===== config.mk =====
export PLATFORM = sky130hd
export DESIGN_NAME = lda_line_engine
export DESIGN_NICKNAME = d
export VERILOG_FILES = /design/src/rtl/lda_line_engine.sv
export SDC_FILE = /design/constraint.sdc
export NUM_CORES = 1
export LEC_CHECK = 0
export BUFFER_PORTS_ARGS = -buffer_cell sky130_fd_sc_hd__buf_4
export CAP_MARGIN = 5
export CORE_AREA = 2 2 158 160
export CTS_CLUSTER_SIZE = 8
export DETAILED_ROUTE_END_ITERATION = 10
export DIE_AREA = 0 0 160 162
export PLACE_DENSITY_LB_ADDON = 0.15
export SLEW_MARGIN = 30
export SYNTH_ARGS = -nofsm -noshare
export SYNTH_HDL_FRONTEND = slang
export SYNTH_SLANG_ARGS = --single-unit

===== constraint.sdc =====
create_clock -name i_clk -period 26.5 [get_ports i_clk]
set_input_delay 1.325 -clock i_clk [delete_from_list [all_inputs] [get_ports i_clk]]
set_output_delay 1.325 -clock i_clk [all_outputs]
set_load 0.005 [all_outputs]

===== src/rtl/lda_line_engine.sv =====
`default_nettype none
// ============================================================================
// Module   : lda_line_engine
// Brief    : Bresenham line rasteriser. Accepts two endpoints and a colour,
//            emits one pixel write per cycle (holding on framebuffer stall)
//            and pulses o_done when the last pixel has been written.
// Revision : 1.0 - initial release
// ============================================================================
module lda_line_engine #(
    parameter int XW = 9,
    parameter int YW = 8,
    parameter int CW = 3
) (
    input  logic          i_clk,
    input  logic          i_reset,
    input  logic          i_start,
    input  logic [XW-1:0] i_x0,
    input  logic [XW-1:0] i_x1,
    input  logic [YW-1:0] i_y0,
    input  logic [YW-1:0] i_y1,
    input  logic [CW-1:0] i_color,
    input  logic          i_stall,
    output logic          o_busy,
    output logic          o_done,
    output logic          o_plot,
    output logic [XW-1:0] o_x,
    output logic [YW-1:0] o_y,
    output logic [CW-1:0] o_color
);

    // Internal coordinate width covers both axes so the steep swap is lossless;
    // the error term gets two extra bits for sign and headroom.
    localparam int CORD = (XW > YW) ? XW : YW;
    localparam int EW   = CORD + 2;

    typedef enum logic [1:0] {
        S_IDLE = 2'd0,
        S_INIT = 2'd1,
        S_DRAW = 2'd2,
        S_DONE = 2'd3
    } state_t;

    state_t                r_state;

    // Endpoints as latched at i_start, zero-extended to the internal width
    logic [CORD-1:0]       r_lx0, r_ly0, r_lx1, r_ly1;
    logic [CW-1:0]         r_color;

    // Walking state of the rasteriser (in the possibly swapped frame)
    logic                  r_steep;
    logic                  r_yneg;
    logic [CORD-1:0]       r_x, r_y, r_xend;
    logic [CORD-1:0]       r_dx, r_dy;
    logic signed [EW-1:0]  r_err;

    // Registered outputs
    logic                  r_busy, r_done, r_plot;
    logic [XW-1:0]         r_ox;
    logic [YW-1:0]         r_oy;
    logic [CW-1:0]         r_ocolor;

    // Set-up terms derived from the latched endpoints
    logic [CORD-1:0]       w_adx, w_ady;
    logic                  w_steep, w_rev, w_yneg;
    logic [CORD-1:0]       w_ax0, w_ay0, w_ax1, w_ay1;
    logic [CORD-1:0]       w_bx0, w_by0, w_bx1, w_by1;
    logic [CORD-1:0]       w_dx, w_dy;
    logic signed [EW-1:0]  w_err_init;
    logic [XW-1:0]         w_init_ox;
    logic [YW-1:0]         w_init_oy;

    // Per-step terms derived from the walking state
    logic [CORD-1:0]       w_x_step, w_y_step;
    logic signed [EW-1:0]  w_err_add, w_err_step;
    logic                  w_hop;
    logic [XW-1:0]         w_step_ox;
    logic [YW-1:0]         w_step_oy;

    // Octant normalisation: make the line shallow and left-to-right
    always_comb begin
        w_adx   = (r_lx1 >= r_lx0) ? (r_lx1 - r_lx0) : (r_lx0 - r_lx1);
        w_ady   = (r_ly1 >= r_ly0) ? (r_ly1 - r_ly0) : (r_ly0 - r_ly1);
        w_steep = (w_ady > w_adx);

        w_ax0 = w_steep ? r_ly0 : r_lx0;
        w_ay0 = w_steep ? r_lx0 : r_ly0;
        w_ax1 = w_steep ? r_ly1 : r_lx1;
        w_ay1 = w_steep ? r_lx1 : r_ly1;

        w_rev = (w_ax0 > w_ax1);
        w_bx0 = w_rev ? w_ax1 : w_ax0;
        w_by0 = w_rev ? w_ay1 : w_ay0;
        w_bx1 = w_rev ? w_ax0 : w_ax1;
        w_by1 = w_rev ? w_ay0 : w_ay1;

        w_dx       = w_bx1 - w_bx0;
        w_dy       = (w_by1 >= w_by0) ? (w_by1 - w_by0) : (w_by0 - w_by1);
        w_yneg     = !(w_by0 < w_by1);
        w_err_init = -$signed({2'b00, (w_dx >> 1)});

        // First pixel, mapped back to screen axes
        w_init_ox = w_steep ? w_by0[XW-1:0] : w_bx0[XW-1:0];
        w_init_oy = w_steep ? w_bx0[YW-1:0] : w_by0[YW-1:0];
    end

    // One Bresenham step: advance x, accumulate error, hop y when it goes positive
    always_comb begin
        w_x_step   = r_x + CORD'(1);
        w_err_add  = r_err + $signed({2'b00, r_dy});
        w_hop      = !w_err_add[EW-1] && (w_err_add != '0);
        w_y_step   = r_y;
        w_err_step = w_err_add;
        if (w_hop) begin
            w_y_step   = r_yneg ? (r_y - CORD'(1)) : (r_y + CORD'(1));
            w_err_step = w_err_add - $signed({2'b00, r_dx});
        end
        w_step_ox = r_steep ? w_y_step[XW-1:0] : w_x_step[XW-1:0];
        w_step_oy = r_steep ? w_x_step[YW-1:0] : w_y_step[YW-1:0];
    end

    // Control FSM with registered pixel/strobe outputs
    always_ff @(posedge i_clk or posedge i_reset) begin
        if (i_reset) begin
            r_state  <= S_IDLE;
            r_lx0    <= '0;
            r_ly0    <= '0;
            r_lx1    <= '0;
            r_ly1    <= '0;
            r_color  <= '0;
            r_steep  <= 1'b0;
            r_yneg   <= 1'b0;
            r_x      <= '0;
            r_y      <= '0;
            r_xend   <= '0;
            r_dx     <= '0;
            r_dy     <= '0;
            r_err    <= '0;
            r_busy   <= 1'b0;
            r_done   <= 1'b0;
            r_plot   <= 1'b0;
            r_ox     <= '0;
            r_oy     <= '0;
            r_ocolor <= '0;
        end else begin
            case (r_state)
                S_IDLE: begin
                    if (i_start) begin
                        r_lx0   <= CORD'(i_x0);
                        r_ly0   <= CORD'(i_y0);
                        r_lx1   <= CORD'(i_x1);
                        r_ly1   <= CORD'(i_y1);
                        r_color <= i_color;
                        r_busy  <= 1'b1;
                        r_state <= S_INIT;
                    end
                end

                S_INIT: begin
                    r_steep  <= w_steep;
                    r_yneg   <= w_yneg;
                    r_x      <= w_bx0;
                    r_y      <= w_by0;
                    r_xend   <= w_bx1;
                    r_dx     <= w_dx;
                    r_dy     <= w_dy;
                    r_err    <= w_err_init;
                    r_plot   <= 1'b1;
                    r_ox     <= w_init_ox;
                    r_oy     <= w_init_oy;
                    r_ocolor <= r_color;
                    r_state  <= S_DRAW;
                end

                S_DRAW: begin
                    // A stall holds everything, including the presented pixel
                    if (!i_stall) begin
                        if (r_x != r_xend) begin
                            r_x   <= w_x_step;
                            r_y   <= w_y_step;
                            r_err <= w_err_step;
                            r_ox  <= w_step_ox;
                            r_oy  <= w_step_oy;
                        end else begin
                            r_plot   <= 1'b0;
                            r_ox     <= '0;
                            r_oy     <= '0;
                            r_ocolor <= '0;
                            r_done   <= 1'b1;
                            r_state  <= S_DONE;
                        end
                    end
                end

                S_DONE: begin
                    r_done  <= 1'b0;
                    r_busy  <= 1'b0;
                    r_state <= S_IDLE;
                end

                default: begin
                    r_state <= S_IDLE;
                end
            endcase
        end
    end

    assign o_busy  = r_busy;
    assign o_done  = r_done;
    assign o_plot  = r_plot;
    assign o_x     = r_ox;
    assign o_y     = r_oy;
    assign o_color = r_ocolor;

endmodule
`default_nettype wire


==> results.py, run 1 <==
metrics = {
    "run_status": {
        "outcome": "completed",
    },
    "place": {
        "io_buffers": 63,
        "hpwl_um": 23100,
        "place_area_um2": 11390,
        "gp_congestion": 0.9316,
    },
    "layout": {
        "final_common_cell": "dfrtp_1",
        "area_growth_pct": 12.44,
        "fin_nets": 1440,
        "drive_above_1_share_pct": 15.95,
        "final_cell_area_um2": 12010,
        "insertedDiodeCount": 0,
        "final_cell_mix": "120 x dfrtp_1, 115 x a21oi_1, 113 x o21ai_0",
        "num-fill-cells": 2399,
    },
    "floorplanning": {
        "die_area_um2": 25920,
        "start_util_pct": 44.30,
        "num_rows": 57,
        "core_um2": 24110,
        "fp.dieW_um": 160,
        "pin_count": 64,
        "die_h_um": 162,
    },
    "drt": {
        "antenna_left": 0,
        "routedWlPerCell_um": 18.54,
        "drt-initial-drc-count": 611,
        "dr.pass1.iters": 6,
        "vias": 9124,
        "wl_um": 30190,
        "vias_per_cell": 5.604,
        "drc": 0,
    },
    "sta": {
        "fin_skew_ns": 0.009672,
        "setup_viol": 0,
        "finalSetupTns_ns": 0,
        "post-route-period-util_pct": 44.85,
        "worst_pin_slew_ns": 0.9139,
        "rsz0062_at_grt": "no",
        "slew_headroom_pct": 39.07,
        "drv_slew": 0,
        "hold_viol": 0,
        "min_period_ns": 11.88,
        "fmax_ghz": 0.08415,
    },
    "yosys": {
        "yosys_warnings": 0,
        "syn-mean-instance-area_um2": 8.474,
        "async_flop_share_pct": 100.0,
        "syn_inst": 1260,
        "synthesis.nets": 1409,
        "yosys.area.top_type": "dfrtp_1",
        "synth_ff_type": "dfrtp_1",
        "seq_area_frac_synth_pct": 28.12,
        "ys_top_cells_by_area": "dfrtp_1 28%, ha_1 12%, mux2_2 8.0%, a21oi_1 5.5%, o21ai_0 5.3%",
        "synth_seq_cells": 120,
        "synth_edf_count": 0,
        "synth_top_area_share_pct": 28.12,
        "ys_types": 68,
        "syn_area_um2": 10680,
    },
    "setup_path": {
        "path_common_cell": "o21ai_0",
        "critical_path_class": "flip-flop to flip-flop",
        "endpoint_kind": "flip-flop",
        "crit_path_top_delay_cell": "buf_4",
        "worst_setup_path_start_kind": "flip-flop",
        "crit_arrival_ns": 12.19,
        "crit_required_ns": 26.81,
        "cp_slowest_stage_delay_ns": 0.69,
        "path_max_fanout": 78,
    },
    "clocking": {
        "clock_sinks": 120,
        "htreeDepth": 4,
        "cts_resized": 0,
        "cts_root_buf": "clkbuf_16",
        "cts_tree": "yes",
        "cts_made_buffers": 17,
        "clk_latency_ns": 0.43,
        "cts_buffer_depth": 2,
        "cts_hold_buf": 0,
        "postCtsSetupBuffers": 0,
        "clk_pin_slew_ns": 0.06,
    },
    "grt": {
        "antenna_found_initial": 0,
        "grt_max_degree": 79,
        "gr-usage-all-layers_pct": 23.94,
        "grt_pass1_vias": 9102,
        "grt_first_pass_wirelength_um": 48700,
        "globalRoute.totalOverflow": 0,
    },
    "min_path": {
        "hp-class": "flip-flop to flip-flop",
    },
    "run": {
        "cap_viol_max_count": 0,
    },
}
-- Yosys cell counts, drive strengths merged, types with 12 or more instances --
cell type and n:
o21bai 12, inv 112, nand2 113, ha 99
a21o 28, a21oi 118, a31oi 12, mux2i 57
clkbuf 41, buf 18, xor2 23, dfrtp 120
o22ai 14, nor2 94, o21ai 120, nand3 22
xnor2 47, mux2 76, nor3 15
-- routing by layer --
metal / GRT usage, % / up-vias / routed length [um]
met5: 0 / - / 0
met4: 10.16 / 0 / 1147
met3: 4.316 / 55 / 1499
met2: 39.85 / 274 / 14160
met1: 30.75 / 4327 / 13390
li1: - / 4468 / -
-- worst paths after layout --
kind / from / end / slack [ns] / depth (start not counted)
max: r_ly0[1] / r_dy[8] / 14.62 / 43
max reg2reg: r_ly0[1] / r_dy[8] / 14.62 / 43
min reg2reg: o_x[6] / o_x[6] / 0.48 / 2
min in group asynchronous: i_reset / o_done / 0.96 / 2
max in group asynchronous: i_reset / r_dy[1] / 24.34 / 3
min: o_x[6] / o_x[6] / 0.48 / 2
-- worst max-delay path: cells and delay by family (launching register included) --
kind	cells	cell delay, ns
and+or+nand+nor	10	2.52
buffers and inverters	3	1.01
AOI/OAI and AO/OA	20	4.51
adders and majority gates	4	1.53
DFF	1	0.47
muxes	4	1.34
xor gates and xnor gates	2	0.33
-- kinds of logic after synthesis --
group	share of synthesized area, %
AO/OA/AOI/OAI	20.19
AND/OR/NAND/NOR	12.60
buffers and inverters	6.269
multiplexers	13.51
flip-flops	28.12
adder cells (fa/ha/maj)	13.57
XOR/XNOR	5.742
-- layout make-up --
type | instances | area, um^2 | area share, %
clock inverter | 15 | 180.2 | 1.501
multi-input combinational | 969 | 7034 | 58.59
clock buffer | 17 | 425.4 | 3.543
timing repair buffer | 71 | 533.0 | 4.439
inverter | 112 | 425.4 | 3.543
sequential | 120 | 3003 | 25.01
tap | 324 | 405.4 | 3.376
-- registers in the layout, indices dropped and copies added (netlist names) --
| register | cells |
|---|---|
| r_steep | 1 |
| r_err | 11 |
| o_plot | 1 |
| r_y | 9 |
| r_ly0 | 8 |
| r_state | 2 |
| o_busy | 1 |
| o_y | 8 |
| r_x | 9 |
| o_color | 3 |
| r_ly1 | 8 |
| r_dx | 9 |
| r_color | 3 |
| r_lx1 | 9 |
| r_xend | 9 |
| r_yneg | 1 |
| r_lx0 | 9 |
| r_dy | 9 |
| o_x | 9 |
| o_done | 1 |
-- stage by stage --
stage                     utilization (%)  cells  hold slack [ns]  worst slack, ns
after floorplan                         -   1260           0.4538            15.93
after global placement              47.22   1596           0.4665            14.65
after detailed placement            47.25   1596           0.4748            14.20
after CTS                           49.76   1628           0.4892            14.14
after global routing                49.81   1628           0.5198            13.48
final                               49.81   1628           0.4839            14.62
Power of run 1 is left out: the tool's default activity adds up to more than one toggle a clock period on the data nets, which glitch-free logic cannot reach.
==> run 2: changes to the inputs <==
==> constraint.sdc (replaced) <==
create_clock -name i_clk -period 12.2 [get_ports i_clk]
set_input_delay 0.61 -clock i_clk [delete_from_list [all_inputs] [get_ports i_clk]]
set_output_delay 0.61 -clock i_clk [all_outputs]
set_load 0.005 [all_outputs]
==> run 2 against run 1 <==
Against the previous run:
- sequential share of layout area about the same
- core utilization about the same
- non-clock buffer count up 3
==> results.py, run 2 (synthesis gave the netlist of run 1 again) <==
metrics = {
    "run_status": {
        "outcome": "completed",
    },
    "min_path": {
        "hp-class": "input pin to async pin",
    },
    "floorplanning": {
        "core_um2": 24110,
        "fp.dieW_um": 160,
        "num_rows": 57,
        "die_area_um2": 25920,
        "pin_count": 64,
        "die_h_um": 162,
        "start_util_pct": 44.30,
    },
    "clocking": {
        "clk_pin_slew_ns": 0.07,
        "cts_buffer_depth": 2,
        "clk_latency_ns": 0.43,
        "cts_root_buf": "clkbuf_16",
        "cts_tree": "yes",
        "clock_sinks": 120,
        "htreeDepth": 4,
        "cts_made_buffers": 17,
    },
    "grt": {
        "grt_pass1_vias": 8880,
        "globalRoute.totalOverflow": 0,
        "antenna_found_initial": 0,
        "grt_first_pass_wirelength_um": 47610,
        "grt_max_degree": 64,
        "gr-usage-all-layers_pct": 23.50,
    },
    "place": {
        "hpwl_um": 23160,
        "gp_congestion": 0.9319,
        "io_buffers": 63,
    },
    "layout": {
        "largest_reg_flops": 11,
        "max_flop_register": "r_err",
        "fin_nets": 1444,
        "multi_input_area_um2": 7037,
        "insertedDiodeCount": 0,
        "drive_above_1_share_pct": 16.13,
        "final_cell_mix": "120 x dfrtp_1, 116 x a21oi_1, 113 x o21ai_0",
        "final_common_cell": "dfrtp_1",
        "area_growth_pct": 12.55,
        "seq_area_um2": 3003,
        "num-fill-cells": 2407,
    },
    "drt": {
        "vias": 9000,
        "antenna_left": 0,
        "drt-initial-drc-count": 564,
        "routedWlPerCell_um": 18.40,
        "drc": 0,
        "dr.pass1.iters": 6,
        "vias_per_cell": 5.515,
        "wl_um": 30020,
    },
    "sta": {
        "rsz0062_at_grt": "no",
        "post-route-period-util_pct": 91.71,
        "fin_skew_ns": 0.01854,
        "setup_viol": 0,
        "min_period_ns": 11.19,
        "hold_viol": 0,
        "slew_headroom_pct": 42.91,
        "finalSetupTns_ns": 0,
        "worst_pin_slew_ns": 0.8563,
        "fmax_ghz": 0.08937,
        "drv_slew": 0,
    },
    "setup_path": {
        "reg2reg_from": "r_lx0[1]",
        "reg2reg_depth": 43,
        "endpoint_kind": "flip-flop",
        "crit_required_ns": 12.51,
        "cp_top_family": "compound AO/OA/AOI/OAI gates",
        "path_max_fanout": 31,
        "crit_path_top_delay_cell": "o22a_1",
        "crit_arrival_ns": 11.50,
        "worst_setup_path_start_kind": "flip-flop",
        "critPathBufInv": 4,
        "path_common_cell": "o21ai_0",
        "critical_path_class": "flip-flop to flip-flop",
        "cp_slowest_stage_delay_ns": 0.53,
        "regToRegSetupSlack_ns": 1.01,
        "r2r_end": "r_dy[8]",
    },
    "run": {
        "cap_viol_max_count": 0,
    },
}
==> run 2: cell types whose count changed in the layout (fill, tap and decap cells not counted), sizes merged <==
cell	change
bufinv	-2
clkinv	-1
nor2	+1
inv	+3
buf	+3
==> run 2: stage by stage <==
step | setup slack, ns | cell area [um^2] | cells | util [%] | hold WS [ns]
6_report | 1.011 | 12020 | 1632 | 49.85 | 0.3379
4_1_cts | 0.9345 | 12000 | 1631 | 49.78 | 0.3748
3_3_place_gp | 1.312 | 11400 | 1599 | 47.31 | 0.4671
2_1_floorplan | 1.629 | 10680 | 1260 | - | 0.4538
3_5_place_dp | 0.9830 | 11400 | 1599 | 47.31 | 0.4759
5_1_grt | 0.03670 | 12020 | 1632 | 49.85 | 0.4007
==> run 2: layout make-up <==
cell class	count	area share, %
clock buffer	17	3.540
clock inverter	15	1.406
inverter	112	3.519
multi-input combinational	970	58.55
sequential	120	24.99
tap	324	3.373
timing repair buffer	74	4.623
==> run 2: how the worst max path moves through the flow <==
stage | start | to | slack, ns | cells after the start
2_1_floorplan | r_lx0[1] | r_dy[6] | 1.63 | 52
3_3_place_gp | r_lx0[1] | r_dy[6] | 1.31 | 43
3_5_place_dp | r_lx0[1] | r_dy[8] | 0.98 | 43
4_1_cts | r_lx0[1] | r_dy[8] | 0.93 | 43
5_1_grt | r_ly0[1] | r_dy[8] | 0.04 | 44
6_report | r_lx0[1] | r_dy[8] | 1.01 | 43
==> run 2: per-layer routing <==
metal	vias up	share of wire (%)	global-route usage, %
met3	52	3.8	3.141
met1	4248	46	30.22
met4	0	3.5	9.664
met2	214	47	40.06
met5	-	0	0
li1	4486	-	-
==> run 2: what timing repair did <==
action | CTS | global route
buffers inserted | 0 | 0
setup endpoints to repair | 0 | 2
endpoints found under the hold margin | 0 | 0
gates resized for setup | 0 | 1
hold buffers | 0 | 0
Power of run 2 is left out for the same reason.
==> run 3: changes to the inputs <==
--- a/config.mk
+++ b/config.mk
@@ -7,10 +7,10 @@
 export LEC_CHECK = 0
 export BUFFER_PORTS_ARGS = -buffer_cell sky130_fd_sc_hd__buf_4
 export CAP_MARGIN = 5
-export CORE_AREA = 2 2 158 160
+export CORE_AREA = 2 2 181 139
 export CTS_CLUSTER_SIZE = 8
 export DETAILED_ROUTE_END_ITERATION = 10
-export DIE_AREA = 0 0 160 162
+export DIE_AREA = 0 0 183 141
 export PLACE_DENSITY_LB_ADDON = 0.15
 export SLEW_MARGIN = 30
 export SYNTH_ARGS = -nofsm -noshare
==> run 3 against run 2 <==
Against the previous run:
- flip-flop and latch count did not move
- setup slack better by 0.076 ns
- core utilization shrank 0.26 points
- routed wire length grew 6.9%
- non-clock buffer count up 4
- worst hold slack got worse by 0.069 ns
- count of clock-buffer cells in the layout up 1
- final area is 0.18% higher
==> results.py, run 3 (synthesis gave the netlist of run 1 again) <==
metrics = {
    "drt": {
        "vias_per_cell": 5.674,
        "drc": 0,
        "dr.pass1.iters": 6,
        "antenna_left": 0,
        "routedWlPerCell_um": 19.78,
        "drt-initial-drc-count": 1047,
        "wl_um": 32100,
        "vias": 9209,
    },
    "setup_path": {
        "path_common_cell": "o21ai_0",
        "cp_top_family": "compound AO/OA/AOI/OAI gates",
        "crit_path_top_delay_cell": "dfrtp_1",
        "endpoint_kind": "flip-flop",
        "path_max_fanout": 42,
        "crit_arrival_ns": 11.44,
        "reg2reg_from": "r_lx0[1]",
        "worst_setup_path_start_kind": "flip-flop",
        "cp_slowest_stage_delay_ns": 0.54,
        "crit_required_ns": 12.52,
        "critPathBufInv": 3,
        "critical_path_class": "flip-flop to flip-flop",
        "critPathLaunch": "r_lx0[1]",
    },
    "clocking": {
        "cts_tree": "yes",
        "cts_buffer_depth": 2,
        "cts_root_buf": "clkbuf_16",
        "htreeDepth": 4,
        "clk_latency_ns": 0.44,
        "clock_sinks": 120,
        "cts_hold_buf": 0,
        "clk_pin_slew_ns": 0.07,
        "cts_made_buffers": 17,
    },
    "floorplanning": {
        "core_um2": 24270,
        "die_area_um2": 25800,
        "pin_count": 64,
        "start_util_pct": 43.99,
        "num_rows": 50,
        "die_h_um": 141,
        "fp.dieW_um": 183,
    },
    "grt": {
        "globalRoute.totalOverflow": 0,
        "grt_first_pass_wirelength_um": 50310,
        "antenna_found_initial": 0,
        "gr-usage-all-layers_pct": 25.49,
        "grt_pass1_vias": 8711,
        "grt_max_degree": 81,
    },
    "layout": {
        "insertedDiodeCount": 0,
        "max_flop_register": "r_err",
        "area_growth_pct": 12.75,
        "drive_above_1_share_pct": 16.48,
        "largest_reg_flops": 11,
        "final_common_cell": "dfrtp_1",
        "fin_nets": 1447,
        "final_cell_mix": "120 x dfrtp_1, 116 x a21oi_1, 113 x o21ai_0",
    },
    "sta": {
        "drv_slew": 0,
        "finalSetupTns_ns": 0,
        "setup_viol": 0,
        "hold_viol": 0,
        "fin_skew_ns": 0.01414,
        "worst_pin_slew_ns": 0.9046,
        "post-route-period-util_pct": 91.09,
        "rsz0062_at_grt": "no",
        "fmax_ghz": 0.08999,
        "slew_headroom_pct": 39.13,
        "min_period_ns": 11.11,
    },
    "min_path": {
        "hp-class": "input pin to async pin",
    },
    "place": {
        "gp_congestion": 0.9319,
        "hpwl_um": 24510,
        "io_buffers": 63,
    },
    "run": {
        "cap_viol_max_count": 0,
    },
    "run_status": {
        "outcome": "completed",
    },
}
[run 3: what timing repair did]
item	4_1_cts	5_1_grt
setup endpoints to repair	0	7
gates resized for setup	0	4
setup buffers	0	2
[run 3: path summary, 6_finish.rpt]
kind                            endpoint  slack [ns]  cells past startpoint
worst max register to register   r_dy[8]        1.09                     46
min in group i_clk              r_ly1[0]        0.40                      2
worst max-delay path             r_dy[8]        1.09                     46
worst min register to register  r_err[2]        0.49                      2
max in group asynchronous       r_lx1[8]       10.81                      3
worst min-delay path              o_plot        0.27                      2
[run 3: layout make-up]
type                            instances  area [um^2]
Timing Repair Buffer                   78        585.6
Clock inverter                         14        150.1
Fill cell                            2332        12230
Inverter                              112        425.4
Sequential cell                       120         3003
Clock buffer                           18        439.2
Multi-Input combinational cell        969         7046
Tap cell                              312        390.4
[run 3: metal layers]
layer	part of all wire [%]	routed length, um	track usage, %	vias to the layer above
met4	1.3	402	5.895	0
met3	8.3	2661	6.019	28
met1	50	16120	39.47	4347
met2	40	12910	35.31	343
met5	0	0	0	-
li1	-	-	-	4491
[run 3: per-stage QoR]
step / setup slack [ns] / utilization, % / hold slack (ns) / instance area [um^2] / cells
finish: 1.087 / 49.60 / 0.2688 / 12040 / 1623
global route: 0.1701 / 49.60 / 0.3209 / 12040 / 1623
CTS: 0.3451 / 49.44 / 0.3858 / 12000 / 1621
detailed placement: 0.4001 / 47.02 / 0.4772 / 11410 / 1589
global placement: 0.5904 / 46.98 / 0.4689 / 11400 / 1589
floorplan: 1.629 / - / 0.4538 / 10680 / 1260
[run 3: worst register-to-register path: cells and delay by family (launching register included)]
family | cells | cell delay, ns
adders and majority gates | 4 | 1.52
muxes | 4 | 1.25
AOI/OAI and AO/OA | 22 | 4.92
buffers and inverters | 3 | 0.43
DFF | 1 | 0.54
xor gates and xnor gates | 2 | 0.33
and+or+nand+nor | 11 | 1.99
Power of run 3 is left out for the same reason.
